<file path="config.mk">
export PLATFORM = sky130hd
export DESIGN_NAME = predictor_update_sched_flat
export DESIGN_NICKNAME = d
export VERILOG_FILES = /design/src/rtl/predictor_update_sched_if.sv /design/src/rtl/predictor_update_sched.sv /design/src/flat_wrapper.sv
export SDC_FILE = /design/constraint.sdc
export NUM_CORES = 1
export LEC_CHECK = 0
export BUFFER_PORTS_ARGS = -buffer_cell sky130_fd_sc_hd__buf_2
export CAP_MARGIN = 25
export CORE_ASPECT_RATIO = 0.8
export CORE_MARGIN = 8
export CORE_UTILIZATION = 52
export CTS_BUF_LIST = sky130_fd_sc_hd__clkbuf_16
export CTS_CLUSTER_DIAMETER = 200
export DETAILED_ROUTE_END_ITERATION = 12
export PLACE_DENSITY = 0.78
export RECOVER_POWER = 100
export REMOVE_ABC_BUFFERS = 1
export SYNTH_ARGS = -nofsm -noshare
export SYNTH_HDL_FRONTEND = slang
export SYNTH_SLANG_ARGS = --single-unit
</file>
<file path="constraint.sdc">
create_clock -name clk -period 37.3 [get_ports clk]
set_input_delay 11.19 -clock clk [delete_from_list [all_inputs] [get_ports clk]]
set_output_delay 11.19 -clock clk [all_outputs]
set_load 0.1 [all_outputs]
</file>
<file path="src/rtl/predictor_update_sched_if.sv">
// Handshake bundle between resolved-branch update sources, fetch and the predictor write port.
// The slave modport is the scheduler's view; the master modport is the driver/observer view.
interface predictor_update_sched_if #(
  parameter int unsigned PC_BITS     = 32,
  parameter int unsigned TICKET_BITS = 3
);
  logic                   upd_valid_i;
  logic                   upd_valid_jump_i;
  logic                   upd_jump_taken_i;
  logic [PC_BITS-1:0]     upd_orig_pc_i;
  logic [PC_BITS-1:0]     upd_jump_address_i;
  logic [TICKET_BITS-1:0] upd_ticket_i;
  logic                   flush_i;
  logic [TICKET_BITS-1:0] flush_ticket_i;
  logic                   fetch_rd_i;
  logic                   fetch_stall_o;
  logic                   btb_wr_en_o;
  logic [PC_BITS-1:0]     btb_wr_pc_o;
  logic [PC_BITS-1:0]     btb_wr_target_o;
  logic                   gsh_upd_en_o;
  logic [PC_BITS-1:0]     gsh_upd_pc_o;
  logic                   gsh_upd_taken_o;
  logic [TICKET_BITS-1:0] head_ticket_o;
  logic                   pending_o;
  logic                   err_o;

  modport slave (
    input  upd_valid_i, upd_valid_jump_i, upd_jump_taken_i, upd_orig_pc_i,
    input  upd_jump_address_i, upd_ticket_i, flush_i, flush_ticket_i, fetch_rd_i,
    output fetch_stall_o, btb_wr_en_o, btb_wr_pc_o, btb_wr_target_o,
    output gsh_upd_en_o, gsh_upd_pc_o, gsh_upd_taken_o, head_ticket_o, pending_o, err_o
  );

  modport master (
    output upd_valid_i, upd_valid_jump_i, upd_jump_taken_i, upd_orig_pc_i,
    output upd_jump_address_i, upd_ticket_i, flush_i, flush_ticket_i, fetch_rd_i,
    input  fetch_stall_o, btb_wr_en_o, btb_wr_pc_o, btb_wr_target_o,
    input  gsh_upd_en_o, gsh_upd_pc_o, gsh_upd_taken_o, head_ticket_o, pending_o, err_o
  );
endinterface

</file>
<file path="src/rtl/predictor_update_sched.sv">
// Ticket-ordered retirement of out-of-order branch resolutions onto the shared BTB/GShare
// write port; fetch reads win the port until a starvation counter forces a write.
module predictor_update_sched #(
  parameter int unsigned PC_BITS      = 32,
  parameter int unsigned TICKET_BITS  = 3,
  parameter int unsigned STARVE_LIMIT = 4
) (
  input logic                     clk,
  input logic                     rst,
  predictor_update_sched_if.slave bus
);
  localparam int unsigned Slots = 2 ** TICKET_BITS;
  localparam int unsigned SW    = $clog2(STARVE_LIMIT + 1);
  localparam logic [SW-1:0] StarveMax = SW'(STARVE_LIMIT);

  logic [Slots-1:0]       r_valid;
  logic [Slots-1:0]       r_jump;
  logic [Slots-1:0]       r_taken;
  logic [PC_BITS-1:0]     r_pc  [Slots];
  logic [PC_BITS-1:0]     r_tgt [Slots];
  logic [TICKET_BITS-1:0] r_head;
  logic [SW-1:0]          r_starve;
  logic                   r_err;

  logic               w_head_valid;
  logic               w_head_jump;
  logic               w_head_taken;
  logic [PC_BITS-1:0] w_head_pc;
  logic [PC_BITS-1:0] w_head_tgt;
  logic               w_force;
  logic               w_grant;
  logic               w_defer;
  logic               w_retire;
  logic               w_slot_busy;
  logic               w_accept;
  logic               w_dup;

  assign w_head_valid = r_valid[r_head];
  assign w_head_jump  = r_jump[r_head];
  assign w_head_taken = r_taken[r_head];
  assign w_head_pc    = r_pc[r_head];
  assign w_head_tgt   = r_tgt[r_head];

  // Flush blocks every strobe and state change except its own.
  assign w_force  = (r_starve == StarveMax);
  assign w_grant  = ~bus.flush_i & w_head_valid & w_head_jump & (~bus.fetch_rd_i | w_force);
  assign w_defer  = ~bus.flush_i & w_head_valid & w_head_jump & ~w_grant;
  assign w_retire = ~bus.flush_i & w_head_valid & (~w_head_jump | w_grant);

  assign w_slot_busy = r_valid[bus.upd_ticket_i];
  assign w_accept    = bus.upd_valid_i & ~bus.flush_i & ~w_slot_busy;
  assign w_dup       = bus.upd_valid_i & ~bus.flush_i & w_slot_busy;

  always_ff @(posedge clk or posedge rst) begin
    if (rst) begin
      r_valid  <= '0;
      r_jump   <= '0;
      r_taken  <= '0;
      r_head   <= '0;
      r_starve <= '0;
      r_err    <= 1'b0;
      for (int i = 0; i < Slots; i++) begin
        r_pc[i]  <= '0;
        r_tgt[i] <= '0;
      end
    end else if (bus.flush_i) begin
      r_valid  <= '0;
      r_head   <= bus.flush_ticket_i;
      r_starve <= '0;
    end else begin
      // Accept and retire never target the same slot: the head slot is valid when retiring.
      if (w_accept) begin
        r_valid[bus.upd_ticket_i] <= 1'b1;
        r_jump[bus.upd_ticket_i]  <= bus.upd_valid_jump_i;
        r_taken[bus.upd_ticket_i] <= bus.upd_jump_taken_i;
        r_pc[bus.upd_ticket_i]    <= bus.upd_orig_pc_i;
        r_tgt[bus.upd_ticket_i]   <= bus.upd_jump_address_i;
      end
      if (w_dup) begin
        r_err <= 1'b1;
      end
      if (w_retire) begin
        r_valid[r_head] <= 1'b0;
        r_head          <= r_head + TICKET_BITS'(1);
      end
      if (w_grant) begin
        r_starve <= '0;
      end else if (w_defer && (r_starve != StarveMax)) begin
        r_starve <= r_starve + SW'(1);
      end
    end
  end

  assign bus.gsh_upd_en_o    = w_grant;
  assign bus.gsh_upd_pc_o    = w_grant ? w_head_pc : '0;
  assign bus.gsh_upd_taken_o = w_grant & w_head_taken;
  assign bus.btb_wr_en_o     = w_grant & w_head_taken;
  assign bus.btb_wr_pc_o     = (w_grant & w_head_taken) ? w_head_pc : '0;
  assign bus.btb_wr_target_o = (w_grant & w_head_taken) ? w_head_tgt : '0;
  assign bus.fetch_stall_o   = w_grant & bus.fetch_rd_i;
  assign bus.head_ticket_o   = r_head;
  assign bus.pending_o       = |r_valid;
  assign bus.err_o           = r_err;

endmodule
</file>
<file path="src/flat_wrapper.sv">
// flat-port wrapper written by rule: the top's interface ports become plain ports
module predictor_update_sched_flat 
#(
  parameter int unsigned PC_BITS      = 32,
  parameter int unsigned TICKET_BITS  = 3,
  parameter int unsigned STARVE_LIMIT = 4
)
  (clk, rst, bus_upd_valid_i, bus_upd_valid_jump_i, bus_upd_jump_taken_i, bus_upd_orig_pc_i, bus_upd_jump_address_i, bus_upd_ticket_i, bus_flush_i, bus_flush_ticket_i, bus_fetch_rd_i, bus_fetch_stall_o, bus_btb_wr_en_o, bus_btb_wr_pc_o, bus_btb_wr_target_o, bus_gsh_upd_en_o, bus_gsh_upd_pc_o, bus_gsh_upd_taken_o, bus_head_ticket_o, bus_pending_o, bus_err_o);
  predictor_update_sched_if #(.PC_BITS(PC_BITS), .TICKET_BITS(TICKET_BITS)) bus_i ();
  input logic clk;
  input logic rst;
  input wire logic [$bits(bus_i.upd_valid_i)-1:0] bus_upd_valid_i;
  input wire logic [$bits(bus_i.upd_valid_jump_i)-1:0] bus_upd_valid_jump_i;
  input wire logic [$bits(bus_i.upd_jump_taken_i)-1:0] bus_upd_jump_taken_i;
  input wire logic [$bits(bus_i.upd_orig_pc_i)-1:0] bus_upd_orig_pc_i;
  input wire logic [$bits(bus_i.upd_jump_address_i)-1:0] bus_upd_jump_address_i;
  input wire logic [$bits(bus_i.upd_ticket_i)-1:0] bus_upd_ticket_i;
  input wire logic [$bits(bus_i.flush_i)-1:0] bus_flush_i;
  input wire logic [$bits(bus_i.flush_ticket_i)-1:0] bus_flush_ticket_i;
  input wire logic [$bits(bus_i.fetch_rd_i)-1:0] bus_fetch_rd_i;
  output wire logic [$bits(bus_i.fetch_stall_o)-1:0] bus_fetch_stall_o;
  output wire logic [$bits(bus_i.btb_wr_en_o)-1:0] bus_btb_wr_en_o;
  output wire logic [$bits(bus_i.btb_wr_pc_o)-1:0] bus_btb_wr_pc_o;
  output wire logic [$bits(bus_i.btb_wr_target_o)-1:0] bus_btb_wr_target_o;
  output wire logic [$bits(bus_i.gsh_upd_en_o)-1:0] bus_gsh_upd_en_o;
  output wire logic [$bits(bus_i.gsh_upd_pc_o)-1:0] bus_gsh_upd_pc_o;
  output wire logic [$bits(bus_i.gsh_upd_taken_o)-1:0] bus_gsh_upd_taken_o;
  output wire logic [$bits(bus_i.head_ticket_o)-1:0] bus_head_ticket_o;
  output wire logic [$bits(bus_i.pending_o)-1:0] bus_pending_o;
  output wire logic [$bits(bus_i.err_o)-1:0] bus_err_o;
  assign bus_i.upd_valid_i = bus_upd_valid_i;
  assign bus_i.upd_valid_jump_i = bus_upd_valid_jump_i;
  assign bus_i.upd_jump_taken_i = bus_upd_jump_taken_i;
  assign bus_i.upd_orig_pc_i = bus_upd_orig_pc_i;
  assign bus_i.upd_jump_address_i = bus_upd_jump_address_i;
  assign bus_i.upd_ticket_i = bus_upd_ticket_i;
  assign bus_i.flush_i = bus_flush_i;
  assign bus_i.flush_ticket_i = bus_flush_ticket_i;
  assign bus_i.fetch_rd_i = bus_fetch_rd_i;
  assign bus_fetch_stall_o = bus_i.fetch_stall_o;
  assign bus_btb_wr_en_o = bus_i.btb_wr_en_o;
  assign bus_btb_wr_pc_o = bus_i.btb_wr_pc_o;
  assign bus_btb_wr_target_o = bus_i.btb_wr_target_o;
  assign bus_gsh_upd_en_o = bus_i.gsh_upd_en_o;
  assign bus_gsh_upd_pc_o = bus_i.gsh_upd_pc_o;
  assign bus_gsh_upd_taken_o = bus_i.gsh_upd_taken_o;
  assign bus_head_ticket_o = bus_i.head_ticket_o;
  assign bus_pending_o = bus_i.pending_o;
  assign bus_err_o = bus_i.err_o;
  predictor_update_sched #(.PC_BITS(PC_BITS), .TICKET_BITS(TICKET_BITS), .STARVE_LIMIT(STARVE_LIMIT)) u_core (.clk(clk), .rst(rst), .bus(bus_i));
endmodule
</file>
==> impl_metrics.tcl <==
set metrics [dict create \
    htreeDepth 2 \
    grt_max_degree 186 \
    antenna_found_initial 10 \
    synth-seq-area-share_pct 53.7 \
    rsz0062_at_grt "false" \
    place_hpwl_um 39800 \
    cts_made_buffers 53 \
    min-delay-start "u_core.r_tgt[167]$_DFFE_PP0P_" \
    violations "max-capacitance violations, max-slew violations" \
    core_area_sq_mm 0.0482 \
    die_y_um 213 \
    max-clock-path-buffers 3 \
    die_area_sq_mm 0.0560 \
    crit_type "in -> out" \
    die_w_um 263 \
    period_needed_ps 27700 \
    status "finished with violations" \
    start_util_pct 52.5 \
    std_cell_rows 72 \
    tightest_slew_ps 9470 \
    switching_share_pct 28.1 \
    seq_power_share_pct 47.3 \
    grt_overflow 0 \
    powerDensity_mw_per_mm2 60.9 \
    ios 182 \
    r2r_start "u_core.bus.head_ticket_o[1]$_DFFE_PP0P_" \
    ys_warn_count 0 \
    hp-class "reg -> reg" \
    drc 0 \
    hold_viol 0 \
    peakVddDrop_mv 0.0457 \
    fin_cells 2679 \
    ant_nets 0 \
    crit_path_start_kind "primary input" \
    tns_ps 0 \
    critPathLaunch "bus_fetch_rd_i" \
    portBuffers 181 \
    clkSinkCount 543 \
    setup_viol 0 \
    first_pass_iters 6 \
    pwr-share-clk_pct 32.2 \
    worstPathRequired_ps 26110 \
    fmax_mhz 36.1 \
    p_int_uw 1220 \
    ctsHoldBuffers 0 \
    switching_power_uw 478 \
    fin_util_pct 58.0 \
    drive_above_1_share_pct 34.6 \
    drt_iter0_drc 1363 \
    synthesis.area_sq_mm 0.0253 \
    vias 16620 \
    wl_per_cell_um 25.2 \
    grt_pass1_vias 17943 \
    finalPower_uw 1700 \
    ys_types 64 \
    slew_headroom_pct -531 \
    final.setup_skew_ps 21.0 \
    slew_viol_final 1266 \
    synth-async-reset-ratio_pct 100 \
    gp_congestion 0.810 \
    cts_tree "done" \
    dp_cells 2578 \
    grt_pass1_wl_um 106000 \
    ys.flop_type "dfrtp_1" \
    reg2reg_depth 6 \
    cp.arrival_ps 16510 \
    viasPerCell 6.20 \
    worst_setup_path_end_kind "primary output" \
    clk_pin_slew_ps 60 \
    synthCells 1881 \
    critPathMaxFanout 51 \
    r2r_setup_slack_ps 30280 \
    root_buffer "clkbuf_16" \
    finalCritPeriodShare_pct 74.3 \
    p_leak_uw 0.0121 \
    post-cts-setup-buffer-count 0 \
    ys_seq_elements 543 \
    combPwrFrac_pct 20.5 \
    synth_edf_count 0 \
    drv_cap 25 \
    finalNetCount 2088 \
    grt_use_total_pct 23.9 \
    syn_to_final_growth_pct 10.4 \
    ctsResizeCount 0 \
    r2r_end "u_core.r_valid[5]$_DFF_PP0_" \
    insertion_delay_ps 610 \
    critPathCapture "bus_btb_wr_target_o[23]" \
    syn_avg_cell_area_sq_um 13.5 \
    wl_um 67600 \
]
==> state kept, by name, indices dropped and copies added, names as in the netlist <==
signal and count:
u_core.bus.err_o 1, u_core.bus.head_ticket_o 3, u_core.r_jump 8, u_core.r_pc 256
u_core.r_starve 3, u_core.r_taken 8, u_core.r_tgt 256, u_core.r_valid 8
==> placed cells by master (no fill, tap or decap), drive strengths merged, types with 22 or more instances in the layout <==
master	instances
mux4	28
nand2	56
mux2i	67
a221oi	23
clkinv	24
clkbuf	181
o21ai	22
mux2	572
buf	87
a21oi	45
a22oi	23
o22ai	46
nor2	129
dfrtp	543
==> metrics by stage <==
| stage | setup WS [ps] | cell area [sq um] | hold slack (ps) |
|---|---|---|---|
| 2_1_floorplan | 7960 | 24500 | 452 |
| 3_3_place_gp | 11890 | 26500 | 463 |
| 3_5_place_dp | 12340 | 26600 | 465 |
| 4_1_cts | 12320 | 28400 | 483 |
| 5_1_grt | 9170 | 27900 | 503 |
| 6_report | 9600 | 27900 | 485 |
==> worst min path at each step <==
stage	to	slack (ps)	cells after the start
after floorplan	u_core.r_pc[37]$_DFFE_PP0P_	450	1
after global placement	u_core.r_tgt[167]$_DFFE_PP0P_	460	1
after detailed placement	u_core.bus.err_o$_DFFE_PP0P_	470	1
after CTS	u_core.bus.err_o$_DFFE_PP0P_	480	1
after global routing	u_core.bus.err_o$_DFFE_PP0P_	500	1
final	u_core.r_tgt[167]$_DFFE_PP0P_	490	1
==> layout make-up <==
cell class                      instances  area [sq um]
Fill cell                            3928         20300
Timing Repair Buffer                  213           955
Clock buffer                           55          1380
Clock inverter                         39           372
Sequential cell                       543         13600
Tap cell                              629           787
Antenna cell                            3          7.51
Multi-Input combinational cell       1185         10800
Inverter                               12          46.3
==> Yosys cell counts, types with 22 or more instances <==
library cell	count	area share, %
a21oi_1	44	0.87
a221oi_1	23	0.80
a22oi_1	23	0.68
buf_2	81	1.6
clkbuf_1	31	0.46
dfrtp_1	543	54
mux2_1	38	1.7
mux2_2	504	22
mux2_4	30	1.8
mux2i_1	67	2.6
mux4_2	28	2.5
nand2_1	55	0.82
nor2_1	129	1.9
o21ai_0	22	0.44
o22ai_1	45	1.1
==> power groups by stage <==
stage,logic [uW],registers (uW),clock network [uW]
after floorplan,266,799,0
after global placement,338,799,0
after detailed placement,351,812,0
after CTS,354,802,556
after global routing,378,821,581
final,349,805,548
==> critical path, cell delays in order <==
cell,delay (ps)
clkbuf_1,100
inv_1,70
a21oi_1,70
nor3_1,1830
nand4_1,180
clkbuf_1,1210
a2111oi_0,900
clkbuf_1,930
==> cells by family after synthesis <==
| kind of cell | share of synthesized area [%] |
|---|---|
| multiplexers | 31.0 |
| flip-flops | 53.7 |
| AO/OA/AOI/OAI | 7.36 |
| AND/OR/NAND/NOR | 4.58 |
| buffers and inverters | 3.19 |
| adder cells (fa/ha/maj) | 0.148 |
==> layer usage <==
metal / part of all wire, % / track usage (%)
met1: 44 / 32.5
met2: 47 / 38.2
met3: 6.2 / 4.98
met4: 2.9 / 8.45
met5: 0.098 / 0
No activity file was read; power rests on OpenSTA's default activity.
